[config.mk]
export PLATFORM = sky130hd
export DESIGN_NAME = doppler_mixer_flat
export DESIGN_NICKNAME = d
export VERILOG_FILES = /design/src/rtl/drfm_pkg.sv /design/src/rtl/doppler_mixer_if.sv /design/src/rtl/doppler_mixer_round_sat.sv /design/src/rtl/doppler_mixer.sv /design/src/flat_wrapper.sv
export SDC_FILE = /design/constraint.sdc
export NUM_CORES = 2
export LEC_CHECK = 0
export CORE_UTILIZATION = 50
export DETAILED_ROUTE_END_ITERATION = 10
export PLACE_DENSITY_LB_ADDON = 0.12
export SYNTH_ARGS = -nofsm -noshare
export SYNTH_HDL_FRONTEND = slang
export SYNTH_SLANG_ARGS = --single-unit
[constraint.sdc]
create_clock -name M100CLK -period 20.6 [get_ports M100CLK]
set_clock_uncertainty 0.1 [all_clocks]
set_input_delay 4.12 -clock M100CLK [delete_from_list [all_inputs] [get_ports M100CLK]]
set_output_delay 4.12 -clock M100CLK [all_outputs]
set_load 0.01 [all_outputs]
[src/rtl/drfm_pkg.sv]
// Shared widths, rounding constants and pipeline types for the DRFM Doppler path.
package drfm_pkg;

    localparam int SAMPLE_W = 16;
    localparam int NCO_W    = 17;
    localparam int PROD_W   = 33;
    localparam int SUM_W    = 34;

    localparam int SAT_MAX  = 32767;
    localparam int SAT_MIN  = -32768;
    localparam int ROUND_K  = 32768;
    localparam int SHIFT    = 16;

    typedef logic signed [SAMPLE_W-1:0] sample_t;
    typedef logic signed [NCO_W-1:0]    nco_t;
    typedef logic signed [PROD_W-1:0]   prod_t;
    typedef logic signed [SUM_W-1:0]    sum_t;

    // Per-sample side information that travels alongside the arithmetic.
    typedef struct packed {
        logic    valid;
        logic    bypass;
        sample_t i;
        sample_t q;
    } tag_t;

endpackage

[src/rtl/doppler_mixer_if.sv]
// Sample stream into and out of the Doppler mixer.
// Handshake: valid-only stream with no ready. A sample is transferred on every
// rising clock edge where in_valid (or out_valid) is high; the consumer must
// always accept it. Data is don't-care for transfer when its valid is low.
interface doppler_mixer_if;
    import drfm_pkg::*;

    logic    in_valid;
    sample_t in_i;
    sample_t in_q;
    nco_t    nco_cos;
    nco_t    nco_sin;
    logic    bypass;
    logic    out_valid;
    sample_t out_i;
    sample_t out_q;

    // Upstream side: drives samples and NCO, observes the shifted stream.
    modport master (
        output in_valid, in_i, in_q, nco_cos, nco_sin, bypass,
        input  out_valid, out_i, out_q
    );

    // Mixer side.
    modport slave (
        input  in_valid, in_i, in_q, nco_cos, nco_sin, bypass,
        output out_valid, out_i, out_q
    );

endinterface

[src/rtl/doppler_mixer_round_sat.sv]
// Round half toward +inf, drop the 16 fraction bits, clamp to a 16-bit sample.
module round_sat
    import drfm_pkg::*;
(
    input  sum_t    sum,
    output sample_t res,
    output logic    sat
);

    sum_t biased;
    sum_t shifted;

    // Sums stay well inside 34 bits, so the rounding bias cannot overflow.
    assign biased  = sum + sum_t'(ROUND_K);
    assign shifted = biased >>> SHIFT;

    // Clamp the scaled value and flag when the clamp engaged.
    always_comb begin
        sat = 1'b0;
        res = shifted[SAMPLE_W-1:0];
        if (shifted > sum_t'(SAT_MAX)) begin
            res = sample_t'(SAT_MAX);
            sat = 1'b1;
        end else if (shifted < sum_t'(SAT_MIN)) begin
            res = sample_t'(SAT_MIN);
            sat = 1'b1;
        end
    end

endmodule

[src/rtl/doppler_mixer.sv]
// Complex frequency shift: (i + jq) * (cos + j sin), rounded and saturated to
// 16 bits, one sample per clock. Also offers a latency-matched bypass and a
// sticky saturation counter.
module doppler_mixer
    import drfm_pkg::*;
#(
    parameter int ALIGN_DLY = 1
) (
    input  logic            M100CLK,
    input  logic            reset_n,
    doppler_mixer_if.slave  bus,
    input  logic            sat_clr,
    output logic [15:0]     sat_count
);

    tag_t    in_tag;
    tag_t    d_tag;
    tag_t    p1_tag;
    tag_t    p2_tag;
    prod_t   p_ic;
    prod_t   p_qs;
    prod_t   p_is;
    prod_t   p_qc;
    sum_t    sum_i;
    sum_t    sum_q;
    sample_t rs_i;
    sample_t rs_q;
    logic    sat_i;
    logic    sat_q;
    logic    sat_evt;

    assign in_tag = '{valid: bus.in_valid, bypass: bus.bypass, i: bus.in_i, q: bus.in_q};

    // The NCO is not delayed: this line lines the sample up with the LUT output.
    generate
        if (ALIGN_DLY == 0) begin : g_no_dly
            assign d_tag = in_tag;
        end else begin : g_dly
            tag_t line [ALIGN_DLY];

            // Shift sample, valid and bypass together through the alignment line.
            always_ff @(posedge M100CLK or negedge reset_n) begin
                if (!reset_n) begin
                    for (int k = 0; k < ALIGN_DLY; k++) line[k] <= '0;
                end else begin
                    line[0] <= in_tag;
                    for (int k = 1; k < ALIGN_DLY; k++) line[k] <= line[k-1];
                end
            end

            assign d_tag = line[ALIGN_DLY-1];
        end
    endgenerate

    // P1: the four cross products, NCO sampled as the sample leaves the line.
    always_ff @(posedge M100CLK or negedge reset_n) begin
        if (!reset_n) begin
            p_ic   <= '0;
            p_qs   <= '0;
            p_is   <= '0;
            p_qc   <= '0;
            p1_tag <= '0;
        end else begin
            p_ic   <= prod_t'($signed(d_tag.i)) * prod_t'(bus.nco_cos);
            p_qs   <= prod_t'($signed(d_tag.q)) * prod_t'(bus.nco_sin);
            p_is   <= prod_t'($signed(d_tag.i)) * prod_t'(bus.nco_sin);
            p_qc   <= prod_t'($signed(d_tag.q)) * prod_t'(bus.nco_cos);
            p1_tag <= d_tag;
        end
    end

    // P2: complex multiply sums.
    always_ff @(posedge M100CLK or negedge reset_n) begin
        if (!reset_n) begin
            sum_i  <= '0;
            sum_q  <= '0;
            p2_tag <= '0;
        end else begin
            sum_i  <= sum_t'(p_ic) - sum_t'(p_qs);
            sum_q  <= sum_t'(p_is) + sum_t'(p_qc);
            p2_tag <= p1_tag;
        end
    end

    round_sat u_round_i (.sum(sum_i), .res(rs_i), .sat(sat_i));
    round_sat u_round_q (.sum(sum_q), .res(rs_q), .sat(sat_q));

    // P3: select shifted or bypassed sample; hold outputs through invalid cycles.
    always_ff @(posedge M100CLK or negedge reset_n) begin
        if (!reset_n) begin
            bus.out_valid <= 1'b0;
            bus.out_i     <= '0;
            bus.out_q     <= '0;
            sat_evt       <= 1'b0;
        end else begin
            bus.out_valid <= p2_tag.valid;
            sat_evt       <= p2_tag.valid & ~p2_tag.bypass & (sat_i | sat_q);
            if (p2_tag.valid) begin
                bus.out_i <= p2_tag.bypass ? p2_tag.i : rs_i;
                bus.out_q <= p2_tag.bypass ? p2_tag.q : rs_q;
            end
        end
    end

    // Saturation events counted one cycle behind the output; clear has priority.
    always_ff @(posedge M100CLK or negedge reset_n) begin
        if (!reset_n) begin
            sat_count <= '0;
        end else if (sat_clr) begin
            sat_count <= '0;
        end else if (sat_evt && sat_count != 16'hFFFF) begin
            sat_count <= sat_count + 16'd1;
        end
    end

endmodule

[src/flat_wrapper.sv]
// flat-port wrapper written by rule: the top's interface ports become plain ports
module doppler_mixer_flat import drfm_pkg::*;
#(
    parameter int ALIGN_DLY = 1
)
  (M100CLK, reset_n, sat_clr, sat_count, bus_in_valid, bus_in_i, bus_in_q, bus_nco_cos, bus_nco_sin, bus_bypass, bus_out_valid, bus_out_i, bus_out_q);
  doppler_mixer_if bus_i ();
  input  logic M100CLK;
  input  logic reset_n;
  input  logic sat_clr;
  output logic [15:0] sat_count;
  input wire logic [$bits(bus_i.in_valid)-1:0] bus_in_valid;
  input wire logic [$bits(bus_i.in_i)-1:0] bus_in_i;
  input wire logic [$bits(bus_i.in_q)-1:0] bus_in_q;
  input wire logic [$bits(bus_i.nco_cos)-1:0] bus_nco_cos;
  input wire logic [$bits(bus_i.nco_sin)-1:0] bus_nco_sin;
  input wire logic [$bits(bus_i.bypass)-1:0] bus_bypass;
  output wire logic [$bits(bus_i.out_valid)-1:0] bus_out_valid;
  output wire logic [$bits(bus_i.out_i)-1:0] bus_out_i;
  output wire logic [$bits(bus_i.out_q)-1:0] bus_out_q;
  assign bus_i.in_valid = bus_in_valid;
  assign bus_i.in_i = bus_in_i;
  assign bus_i.in_q = bus_in_q;
  assign bus_i.nco_cos = bus_nco_cos;
  assign bus_i.nco_sin = bus_nco_sin;
  assign bus_i.bypass = bus_bypass;
  assign bus_out_valid = bus_i.out_valid;
  assign bus_out_i = bus_i.out_i;
  assign bus_out_q = bus_i.out_q;
  doppler_mixer #(.ALIGN_DLY(ALIGN_DLY)) u_core (.M100CLK(M100CLK), .reset_n(reset_n), .bus(bus_i), .sat_clr(sat_clr), .sat_count(sat_count));
endmodule
==> summary.md <==
| Metric | Value |
|---|---|
| Status | finished with violations |
| Violated checks | DRC |
| DR iter-0 viols | 2245 |
| Max Root-Sink Buffers | 3 |
| Final worst path period share | 53.5% |
| Slew margin rel. | 17.2% |
| Largest net degree at the start of global routing | 96 |
| FF-to-FF Start | u_core.d_tag[25]$_DFF_PN0_ |
| RSZ-0062 raised after global routing | no |
| Async SR Flop Fraction | between 90% and 100% |
| Clock root buffer | clkbuf_16 |
| Area Overhead vs Synth | 7.86% |
| Register area | 0.00806 mm^2 |
| CP Cell Sequence | clkdlybuf4s50_1 > buf_4 > nand2_1 > fa_1 > inv_1 > fa_1 > inv_1 > fa_1 > inv_1 > fa_1 > fa_1 > inv_1 > fa_1 > inv_1 > ha_1 > nand2_1 > nor3_1 > nand4_1 > a21oi_1 > o41ai_1 > o211ai_1 > a21oi_1 > o21bai_1 > xor2_1 |
| Cell with the largest stage delay on the worst path | nor3_1 |
| RePlAce Congestion | 0.846 |
| Seq cells post-synth | 322 |
| Worst skew pair latency | 0.63 ns |
| H-tree depth | 2 |
| Via density | 5.26 |
| Remaining DRCs | 13 |
| Crit-path max FO | 32 |
| Sink Count | 322 |
| Routed WL per cell | ~19 um |
| Worst path required time | around 21 ns |
| Port Buffers | 119 |
| Avg Cell Area, Syn | 9.64 um^2 |
| Final setup fails | 0 |
| Multi-input combinational cell area | 0.0398 mm^2 |
| Routed WL | 130000 um |
| Post-synth top area share | 41.3% |
| CP bufs+invs | 7 |
| Final min period | 11.01 ns |
| EDFF count, synth | 0 |
| Min-delay src | u_core.p1_tag[15]$_DFF_PN0_ |
| Worst path top cell family by delay | adder cells |
| Number of cells upsized or downsized after cts | 0 |
| WHS Endpoint | u_core.p2_tag[15]$_DFF_PN0_ |
| RR Endpoint | u_core.p_is[32]$_DFF_PN0_ |
| WS Path Type | input pin to flip-flop |
| Critical Path AT | 11.43 ns |
| Setup TNS | 0 ns |
| Least-Margin Pin Slew | about 1.2 ns |
| Global-route wire length before repair | around 210000 um |
| FF-to-FF path depth | 23 |
| Grt ovf | 0 |
| Syn_nets | 7133 |
| Clock buffer count from CTS | 43 |
| Yosys top cell by area | fa_1 |
| Final max-slew violation count | 0 |
| Hold Path Depth | 0 |
| Dominant synthesized flop cell | dfrtp_1 |
| Top Ports | 120 |
| Initial Util | approximately 51% |
| Netlist cell types | slightly above 70 |
| Most frequent cells in the layout | inv_1, fa_1, nand2_1 |
| Die height | 329 um |
| Post-CTS Setup Repair Bufs | 0 |
| Clock transition at path regs | 0.06 ns |
| Synthesis Warnings | 0 |
| Detail Route Antenna Nets | 0 |
| Commonest non-fill, non-tap cell in the layout | inv_1 |
| DIE AREA | 0.108 mm^2 |
| Share of layout cells above drive strength 1 | 3.16% |
| Fin nets | about 7200 |
| Sequential-to-total area share from yosys stat | between 10% and 20% |
| Max stage delay on crit path | 0.81 ns |
| Worst Hold Class | flip-flop to flip-flop |
| Max Cap Viol | 0 |
| Placeable Area | 0.106 mm^2 |
| Most frequent CP cell | fa_1 |
| Synth Instances | roughly 5600 |
| Setup crit end kind | flip-flop |
| Total number of vias | 36800 |
| Cts hold-fix bufs | 0 |
| Vias in the first global route | 38400 |
| Std cell rows | ~120 |
| Initial antenna violation count | 4 |
| Die X-Extent | 329 um |
| Cell area after synthesis | 0.0536 mm^2 |
| First-pass detailed-route iteration total | 11 |
| Fmax | a little over 0.09 GHz |
| Filler cells | 9689 |
| CTS tree | yes |
| Tot GR Track Use | roughly a quarter |
| Final Hold Violating Endpoints | 0 |
| Hpwl dp | 98000 um |
| Synth top area cells | fa_1, dfrtp_1, ha_1 |
| Setup crit start kind | input pin |
| R2r setup slk | 13.18 ns |
==> area by class of cell <==
| cell class | instances | area share [%] |
|---|---|---|
| diodes | 1 | 0.00433 |
| clock buffers | 51 | 2.02 |
| multi-input cells | 3713 | 68.9 |
| inverters | 1301 | 8.45 |
| flip-flops and latches | 322 | 14.0 |
| repair buffers | 193 | 3.02 |
| clock inverters | 28 | 0.659 |
| well taps | 1391 | 3.01 |
==> state kept, by name, summed over array words and instances, names as in the netlist, 33 cells and up <==
signal,cells
u_core.p_is,33
u_core.p_ic,33
u_core.p1_tag,34
u_core.p_qc,33
u_core.p2_tag,34
u_core.d_tag,34
u_core.p_qs,33
==> cells in the mapped netlist (37+ instances only) <==
library cell	count
nand3_1	38
a21o_1	70
nor3_1	38
fa_1	1104
nor2_1	150
a21oi_1	146
xnor2_1	152
dfrtp_1	322
inv_1	1298
and2_1	521
clkbuf_1	213
nand2_1	580
nand2b_1	37
ha_1	403
o21ai_0	83
xor2_1	61
==> per-layer routing <==
metal | track usage, % | vias up | wire length, um
li1 | - | 16700 | -
met1 | 38.1 | 19100 | 60300
met2 | 40.1 | 907 | 60100
met3 | 3.30 | 100 | 7210
met4 | 5.03 | 0 | 2510
met5 | 0 | - | 0
==> how the worst max path moves through the flow <==
stage | depth (start not counted) | start | slack (ns) | end
floorplan | 21 | bus_nco_cos[16] | 10.45 | u_core.p_qc[32]$_DFF_PN0_
global placement | 24 | bus_nco_sin[7] | 9.29 | u_core.p_is[32]$_DFF_PN0_
detailed placement | 24 | bus_nco_sin[7] | 9.21 | u_core.p_is[32]$_DFF_PN0_
CTS | 24 | bus_nco_sin[7] | 9.85 | u_core.p_is[32]$_DFF_PN0_
global route | 22 | bus_nco_sin[10] | 9.22 | u_core.p_is[32]$_DFF_PN0_
finish | 24 | bus_nco_sin[7] | 9.59 | u_core.p_is[32]$_DFF_PN0_
==> stage by stage <==
stage          hold WS [ns]  util (%)  worst slack (ns)  std cells  cell area, um^2
2_1_floorplan         0.231         -             10.45       5555            53600
3_3_place_gp          0.232      53.2              9.29       6920            56200
3_5_place_dp          0.235      53.2              9.21       6920            56200
4_1_cts               0.245      54.6              9.85       6999            57800
5_1_grt               0.252      54.6              9.22       7000            57800
6_report              0.242      54.6              9.59       7000            57800
==> logic make-up (layout without fill, tap and decap cells) <==
group | count (synthesis) | count (layout) | synth area share [%]
adders and majority gates | 1507 | 1507 | 50.7
buffers and inverters | 1520 | 1573 | 10.7
xor gates and xnor gates | 213 | 213 | 3.48
DFF | 322 | 322 | 15.0
muxes | 6 | 6 | 0.119
and+or+nand+nor | 1462 | 1462 | 13.6
AOI/OAI and AO/OA | 525 | 525 | 6.42
other | 0 | 1 | 0
Power is not shown: default switching activity piles up to over one toggle a cycle in this logic, so the estimate is an artifact.
